File: config.mk
export PLATFORM = sky130hd
export DESIGN_NAME = sysid_check_master
export DESIGN_NICKNAME = d
export VERILOG_FILES = /design/src/rtl/sysid_check_master.sv
export SDC_FILE = /design/constraint.sdc
export NUM_CORES = 1
export LEC_CHECK = 0
export CAP_MARGIN = 20
export CORE_ASPECT_RATIO = 0.6
export CORE_MARGIN = 1.5
export CORE_UTILIZATION = 40
export CTS_BUF_LIST = sky130_fd_sc_hd__clkbuf_2 sky130_fd_sc_hd__clkbuf_4 sky130_fd_sc_hd__clkbuf_8
export CTS_CLUSTER_DIAMETER = 80
export DETAILED_ROUTE_END_ITERATION = 10
export PLACE_DENSITY = 0.84
export SYNTH_ARGS = -nofsm -noshare
export SYNTH_HDL_FRONTEND = slang
export SYNTH_SLANG_ARGS = --single-unit
File: constraint.sdc
create_clock -name clock -period 4.4 [get_ports clock]
set_input_delay 0.44 -clock clock [delete_from_list [all_inputs] [get_ports clock]]
set_output_delay 0.44 -clock clock [all_outputs]
set_load 0.05 [all_outputs]
File: src/rtl/sysid_check_master.sv
`default_nettype none
// +--------------------------------------------------------------------------+
// | sysid_check_master: Avalon-MM read master that fetches the sysid ID and  |
// | timestamp words, compares them to build-time values, reports pass/fail.  |
// | Revision: 1.0                                                            |
// +--------------------------------------------------------------------------+
module sysid_check_master #(
  parameter logic [31:0] BASE_ADDR          = 32'h0000_0000,
  parameter logic [31:0] EXPECTED_ID        = 32'd0,
  parameter logic [31:0] EXPECTED_TIMESTAMP = 32'd0,
  parameter int unsigned TIMEOUT_CYCLES     = 256
) (
  input  logic        clock,
  input  logic        reset,
  input  logic        start,
  output logic [31:0] avm_address,
  output logic        avm_read,
  input  logic        avm_waitrequest,
  input  logic [31:0] avm_readdata,
  input  logic        avm_readdatavalid,
  output logic        busy,
  output logic        done,
  output logic        pass,
  output logic        id_match,
  output logic        ts_match,
  output logic        timeout,
  output logic [31:0] id_value,
  output logic [31:0] ts_value
);

  localparam int          CW         = (TIMEOUT_CYCLES > 0) ? $clog2(TIMEOUT_CYCLES + 1) : 1;
  localparam logic [CW-1:0] c_TMO_LAST = (TIMEOUT_CYCLES > 0) ? CW'(TIMEOUT_CYCLES - 1) : '0;
  localparam logic [31:0] c_TS_ADDR  = BASE_ADDR + 32'd4;

  typedef enum logic [2:0] {
    S_IDLE       = 3'd0,
    S_RD_ID_REQ  = 3'd1,
    S_RD_ID_WAIT = 3'd2,
    S_RD_TS_REQ  = 3'd3,
    S_RD_TS_WAIT = 3'd4,
    S_DONE       = 3'd5
  } state_t;

  state_t        r_state;
  logic          r_read;
  logic [31:0]   r_addr;
  logic          r_busy;
  logic          r_done;
  logic          r_pass;
  logic          r_id_match;
  logic          r_ts_match;
  logic          r_timeout;
  logic [31:0]   r_id_value;
  logic [31:0]   r_ts_value;
  logic [CW-1:0] r_cnt;

  state_t        w_state_nxt;
  logic          w_read_nxt;
  logic [31:0]   w_addr_nxt;
  logic          w_busy_nxt;
  logic          w_done_nxt;
  logic          w_pass_nxt;
  logic          w_id_match_nxt;
  logic          w_ts_match_nxt;
  logic          w_timeout_nxt;
  logic [31:0]   w_id_value_nxt;
  logic [31:0]   w_ts_value_nxt;
  logic [CW-1:0] w_cnt_nxt;
  logic [CW-1:0] w_cnt_inc;
  logic          w_tmo_hit;
  logic          w_abort;
  logic          w_id_eq;
  logic          w_ts_eq;

  // A zero TIMEOUT_CYCLES freezes the counter and never fires.
  assign w_tmo_hit = (TIMEOUT_CYCLES != 0) && (r_cnt == c_TMO_LAST);
  assign w_cnt_inc = (TIMEOUT_CYCLES != 0) ? (r_cnt + CW'(1)) : r_cnt;
  assign w_id_eq   = (avm_readdata == EXPECTED_ID);
  assign w_ts_eq   = (avm_readdata == EXPECTED_TIMESTAMP);

  always_comb begin
    w_state_nxt    = r_state;
    w_read_nxt     = r_read;
    w_addr_nxt     = r_addr;
    w_busy_nxt     = r_busy;
    w_done_nxt     = r_done;
    w_pass_nxt     = r_pass;
    w_id_match_nxt = r_id_match;
    w_ts_match_nxt = r_ts_match;
    w_timeout_nxt  = r_timeout;
    w_id_value_nxt = r_id_value;
    w_ts_value_nxt = r_ts_value;
    w_cnt_nxt      = r_cnt;
    w_abort        = 1'b0;

    case (r_state)
      S_IDLE, S_DONE: begin
        if (start) begin
          w_state_nxt    = S_RD_ID_REQ;
          w_read_nxt     = 1'b1;
          w_addr_nxt     = BASE_ADDR;
          w_busy_nxt     = 1'b1;
          w_done_nxt     = 1'b0;
          w_pass_nxt     = 1'b0;
          w_id_match_nxt = 1'b0;
          w_ts_match_nxt = 1'b0;
          w_timeout_nxt  = 1'b0;
          w_cnt_nxt      = '0;
        end
      end
      S_RD_ID_REQ: begin
        w_cnt_nxt = w_cnt_inc;
        if (w_tmo_hit) begin
          w_abort = 1'b1;
        end else if (!avm_waitrequest) begin
          w_read_nxt  = 1'b0;
          w_state_nxt = S_RD_ID_WAIT;
        end
      end
      S_RD_ID_WAIT: begin
        w_cnt_nxt = w_cnt_inc;
        // Completion takes priority over an expiring timeout.
        if (avm_readdatavalid) begin
          w_id_value_nxt = avm_readdata;
          w_id_match_nxt = w_id_eq;
          w_read_nxt     = 1'b1;
          w_addr_nxt     = c_TS_ADDR;
          w_cnt_nxt      = '0;
          w_state_nxt    = S_RD_TS_REQ;
        end else if (w_tmo_hit) begin
          w_abort = 1'b1;
        end
      end
      S_RD_TS_REQ: begin
        w_cnt_nxt = w_cnt_inc;
        if (w_tmo_hit) begin
          w_abort = 1'b1;
        end else if (!avm_waitrequest) begin
          w_read_nxt  = 1'b0;
          w_state_nxt = S_RD_TS_WAIT;
        end
      end
      S_RD_TS_WAIT: begin
        w_cnt_nxt = w_cnt_inc;
        if (avm_readdatavalid) begin
          w_ts_value_nxt = avm_readdata;
          w_ts_match_nxt = w_ts_eq;
          w_busy_nxt     = 1'b0;
          w_done_nxt     = 1'b1;
          w_pass_nxt     = r_id_match & w_ts_eq;
          w_state_nxt    = S_DONE;
        end else if (w_tmo_hit) begin
          w_abort = 1'b1;
        end
      end
      default: begin
        w_state_nxt = S_IDLE;
      end
    endcase

    // Timed-out read: drop the request and finish with the flags seen so far.
    if (w_abort) begin
      w_read_nxt    = 1'b0;
      w_timeout_nxt = 1'b1;
      w_pass_nxt    = 1'b0;
      w_done_nxt    = 1'b1;
      w_busy_nxt    = 1'b0;
      w_state_nxt   = S_DONE;
    end
  end

  always_ff @(posedge clock) begin
    if (reset) begin
      r_state    <= S_IDLE;
      r_read     <= 1'b0;
      r_addr     <= BASE_ADDR;
      r_busy     <= 1'b0;
      r_done     <= 1'b0;
      r_pass     <= 1'b0;
      r_id_match <= 1'b0;
      r_ts_match <= 1'b0;
      r_timeout  <= 1'b0;
      r_id_value <= '0;
      r_ts_value <= '0;
      r_cnt      <= '0;
    end else begin
      r_state    <= w_state_nxt;
      r_read     <= w_read_nxt;
      r_addr     <= w_addr_nxt;
      r_busy     <= w_busy_nxt;
      r_done     <= w_done_nxt;
      r_pass     <= w_pass_nxt;
      r_id_match <= w_id_match_nxt;
      r_ts_match <= w_ts_match_nxt;
      r_timeout  <= w_timeout_nxt;
      r_id_value <= w_id_value_nxt;
      r_ts_value <= w_ts_value_nxt;
      r_cnt      <= w_cnt_nxt;
    end
  end

  assign avm_address = r_addr;
  assign avm_read    = r_read;
  assign busy        = r_busy;
  assign done        = r_done;
  assign pass        = r_pass;
  assign id_match    = r_id_match;
  assign ts_match    = r_ts_match;
  assign timeout     = r_timeout;
  assign id_value    = r_id_value;
  assign ts_value    = r_ts_value;

endmodule
`default_nettype wire

==> summary.md <==
The setup slack of the critical path after layout was 2.006 ns. For the worst setup path, the data arrival time is 2.67 ns. For the worst setup path, the data required time is 4.67 ns.

The tools report the startpoint of the most critical register-to-register path as r_state[2]. For this run, the number of Yosys warnings is 0. The tree is rooted in a clkbuf_8. The logs give 55.55% for the core utilization of the finished layout and 0.001682 mm² for the area taken by multi-input logic gates. In this run the horizontal extent of the chip is 126.2 µm. After synthesis the netlist holds a flip-flop and latch count of 84. The final antenna diode count is 0.

The class of the tightest hold or removal check is reg2reg. The critical path starts at r_state[2]. The die extent in y came out at 76.90 µm.

The startpoint identified for the worst hold timing path is ts_value[21]. The number of hold-slack violations in the final timing report is 0. The tools report the number of max-slew violations in the final report as 0.

The run gives 0.008686 mm² as the core box area. Global routing finished with a remaining overflow of 0. The area growth from synthesis to layout is 32.51%. Global routing consumed, over all layers together, 20.27% of the routing resources. In this run the worst path has a maximum fanout of 35. The most frequently used cell type in the post-synthesis netlist is nand2_1. After clock tree synthesis, the clock-pin slew on the worst setup and hold paths is 0.08 ns. For this design the static power due to leakage is 1.613 nW. The total number of placement rows is 26, and the global placement routability congestion is 0.8673. For the share of the yosys chip area belonging to registers, the log shows 46.19%. At the later pin of the worst-skew pair, clock insertion delay measures 0.36 ns.

The worst setup path is captured at a register. The die area is 0.009702 mm², and the global-route wire length before repair is 15.45 mm. Dividing the detail-routed wire length by the instance count gives 14.59 µm. Once placement finished, the instance area stood at 0.004647 mm². Number of setup violations in the final report: 0. TritonCTS built the clock tree. Counting cells, the worst reg-to-reg path comes to 4.

The run finished with clean final reports. Wires add up to 9.821 mm. After detailed routing, the number of vias per cell comes to 5.067.

Detailed placement ended at an HPWL of 6.870 mm. After clock tree synthesis, the flow added hold-fix buffers numbering 0. In this run the cell area of the synthesized design comes to 0.003641 mm².

The shortest clock period the worst path allows after layout came out at 2.394 ns. The CTS buffer count was 9. The worst setup path is launched from a register.

The number of stages on the worst hold path is 2, and the timing-limited maximum frequency is 417.7 MHz. The critical path is of the reg2reg type. In this run the power density over the cells is 323.1 mW/mm².

The design draws 1.559 mW. The via count of the first global-routing pass came out at 3191. Measured against its own limit, the worst slew margin works out to 48.06%. Across the VDD grid, the largest voltage drop is 0.1999 mV. The tree built by TritonCTS fans out to 84 sinks. The port buffer count works out to 108. For this run, the leading register cell type out of synthesis is dfxtp_1. The mean instance size in the synthesized netlist was 7.864 µm²; the number of design-rule violations left by the first detailed-router iteration was 244. Sorting the synthesized cells by area gives the leading types as dfxtp_1, nand2_1, a21oi_1. The slew at the pin with the worst max-slew slack is 0.7791 ns, and the setup slack at placement is 1.754 ns. The H-tree was split into 3 levels.

After synthesis, the netlist uses 43 different library cells. The number of antenna violations at the first check in global routing came out at 0. At the end of the flow, the number of nets in the layout was 596. The ratio of final minimum period to clock period was 54.42%; the worst setup slack for register-to-register paths was 2.01 ns. Synthesis handed over a netlist of 463 instances.

For this configuration, the core starts out at a cell density of 41.92%. The library cell with the largest summed area after synthesis was dfxtp_1. 140 I/O pins were placed.

The logs give 0 for the buffer count from post-CTS setup fixing and 77 for the pin count of the biggest net entering global routing. Number of enable flip-flop cells after synthesis: 0. The maximum clock path buffer count is 2, and the sum of negative setup slack is 0 ns.

Before antenna repair, the detailed router went through 4 iterations. In the routed design, unresolved DRC markers number 0. The summed area of non-filler cells in the final layout was 0.004825 mm²; the final setup skew was 0.007444 ns. Of the cells placed in the final design, the portion with a size suffix greater than 1 is 5.348%. The final route contains 3410 vias. Setup repair after global routing left no endpoint under its margin. In the synthesized netlist, the cells that appear most often are nand2_1, dfxtp_1, a21oi_1, buf_4, clkbuf_1. Of the post-synthesis cell area, the dominant cell type holds 46.19%.

The number of inserted filler cells in the final layout was 784. Registers take 0.001682 mm². The share of async-settable or async-resettable flops after synthesis was 0%; the count of max-cap constraint violations was 0. In this run, post-CTS repair resized a total of 0 instances.

The count of nets left with antenna violations once routing finished came out at 0.
## layout by cell type (no fill, tap or decap), types with 3 or more instances in the layout
| cell | count |
|---|---|
| a31oi_1 | 3 |
| nor2b_1 | 5 |
| nand3_1 | 3 |
| o21ai_0 | 9 |
| nor2_1 | 5 |
| nand2_1 | 141 |
| mux2i_1 | 5 |
| clkdlybuf4s50_1 | 107 |
| nand2b_1 | 6 |
| nand4_1 | 3 |
| and2_1 | 3 |
| nor4_1 | 14 |
| conb_1 | 31 |
| clkbuf_8 | 10 |
| or4_1 | 3 |
| dfxtp_1 | 84 |
| ha_1 | 3 |
| buf_4 | 5 |
| inv_1 | 8 |
| a21oi_1 | 75 |
## power breakdown
group | switching (mW) | internal (mW) | total (mW)
Combinational | 0.177 | 0.0818 | 0.259
Clock | 0.272 | 0.231 | 0.503
Sequential | 0.0206 | 0.776 | 0.797
Total | 0.470 | 1.09 | 1.56
## registers in the layout, summed over array words and instances, names as in the netlist
signal       flops
id_value        32
ts_value        32
r_cnt            9
r_state          3
avm_address      1
avm_read         1
busy             1
done             1
id_match         1
pass             1
timeout          1
ts_match         1
## through the flow
| stage | hold WS (ns) | std cells |
|---|---|---|
| 2_1_floorplan | 0.4429 | 493 |
| 3_3_place_gp | 0.4414 | 657 |
| 3_5_place_dp | 0.4478 | 657 |
| 4_1_cts | 0.4597 | 673 |
| 5_1_grt | 0.4775 | 673 |
| 6_report | 0.4578 | 673 |
## routing by layer
layer  track usage, %  wire, µm  part of all wire [%]  vias to the layer above
met4            7.471        78                  0.79                        0
li1                 -         -                     -                     1675
met5                0         0                     0                        -
met3            8.444       899                   9.2                        8
met2            31.98      4443                    45                      138
met1            24.85      4399                    45                     1589
## worst max-delay path, stage by stage (launching register included)
cell	delay [ns]
dfxtp_1	0.70
nor2b_4	0.32
nand2_2	0.41
or4_1	0.64
a211oi_1	0.23
## final cells by class
class / instances / area share, %
Tap cell: 112 / 2.905
Sequential cell: 84 / 34.85
Timing Repair Buffer: 113 / 23.08
Inverter: 8 / 0.6224
Clock buffer: 12 / 3.164
Multi-Input combinational cell: 340 / 34.85
Clock inverter: 4 / 0.5187
## kinds of logic after synthesis
| logic type | count (synthesis) | share of synthesized area (%) |
|---|---|---|
| multiplexers | 6 | 1.684 |
| XOR/XNOR | 2 | 0.4812 |
| buffers and inverters | 69 | 10.72 |
| flip-flops | 84 | 46.19 |
| other | 1 | 0.1030 |
| adder cells (fa/ha/maj) | 3 | 1.031 |
| AO/OA/AOI/OAI | 102 | 15.50 |
| AND/OR/NAND/NOR | 196 | 24.30 |
## final timing paths
path	end
setup / recovery	pass
hold / removal	ts_value[21]
setup reg to reg	pass
hold reg to reg	ts_value[21]
Note: power is estimated with default switching activity, not from simulation.
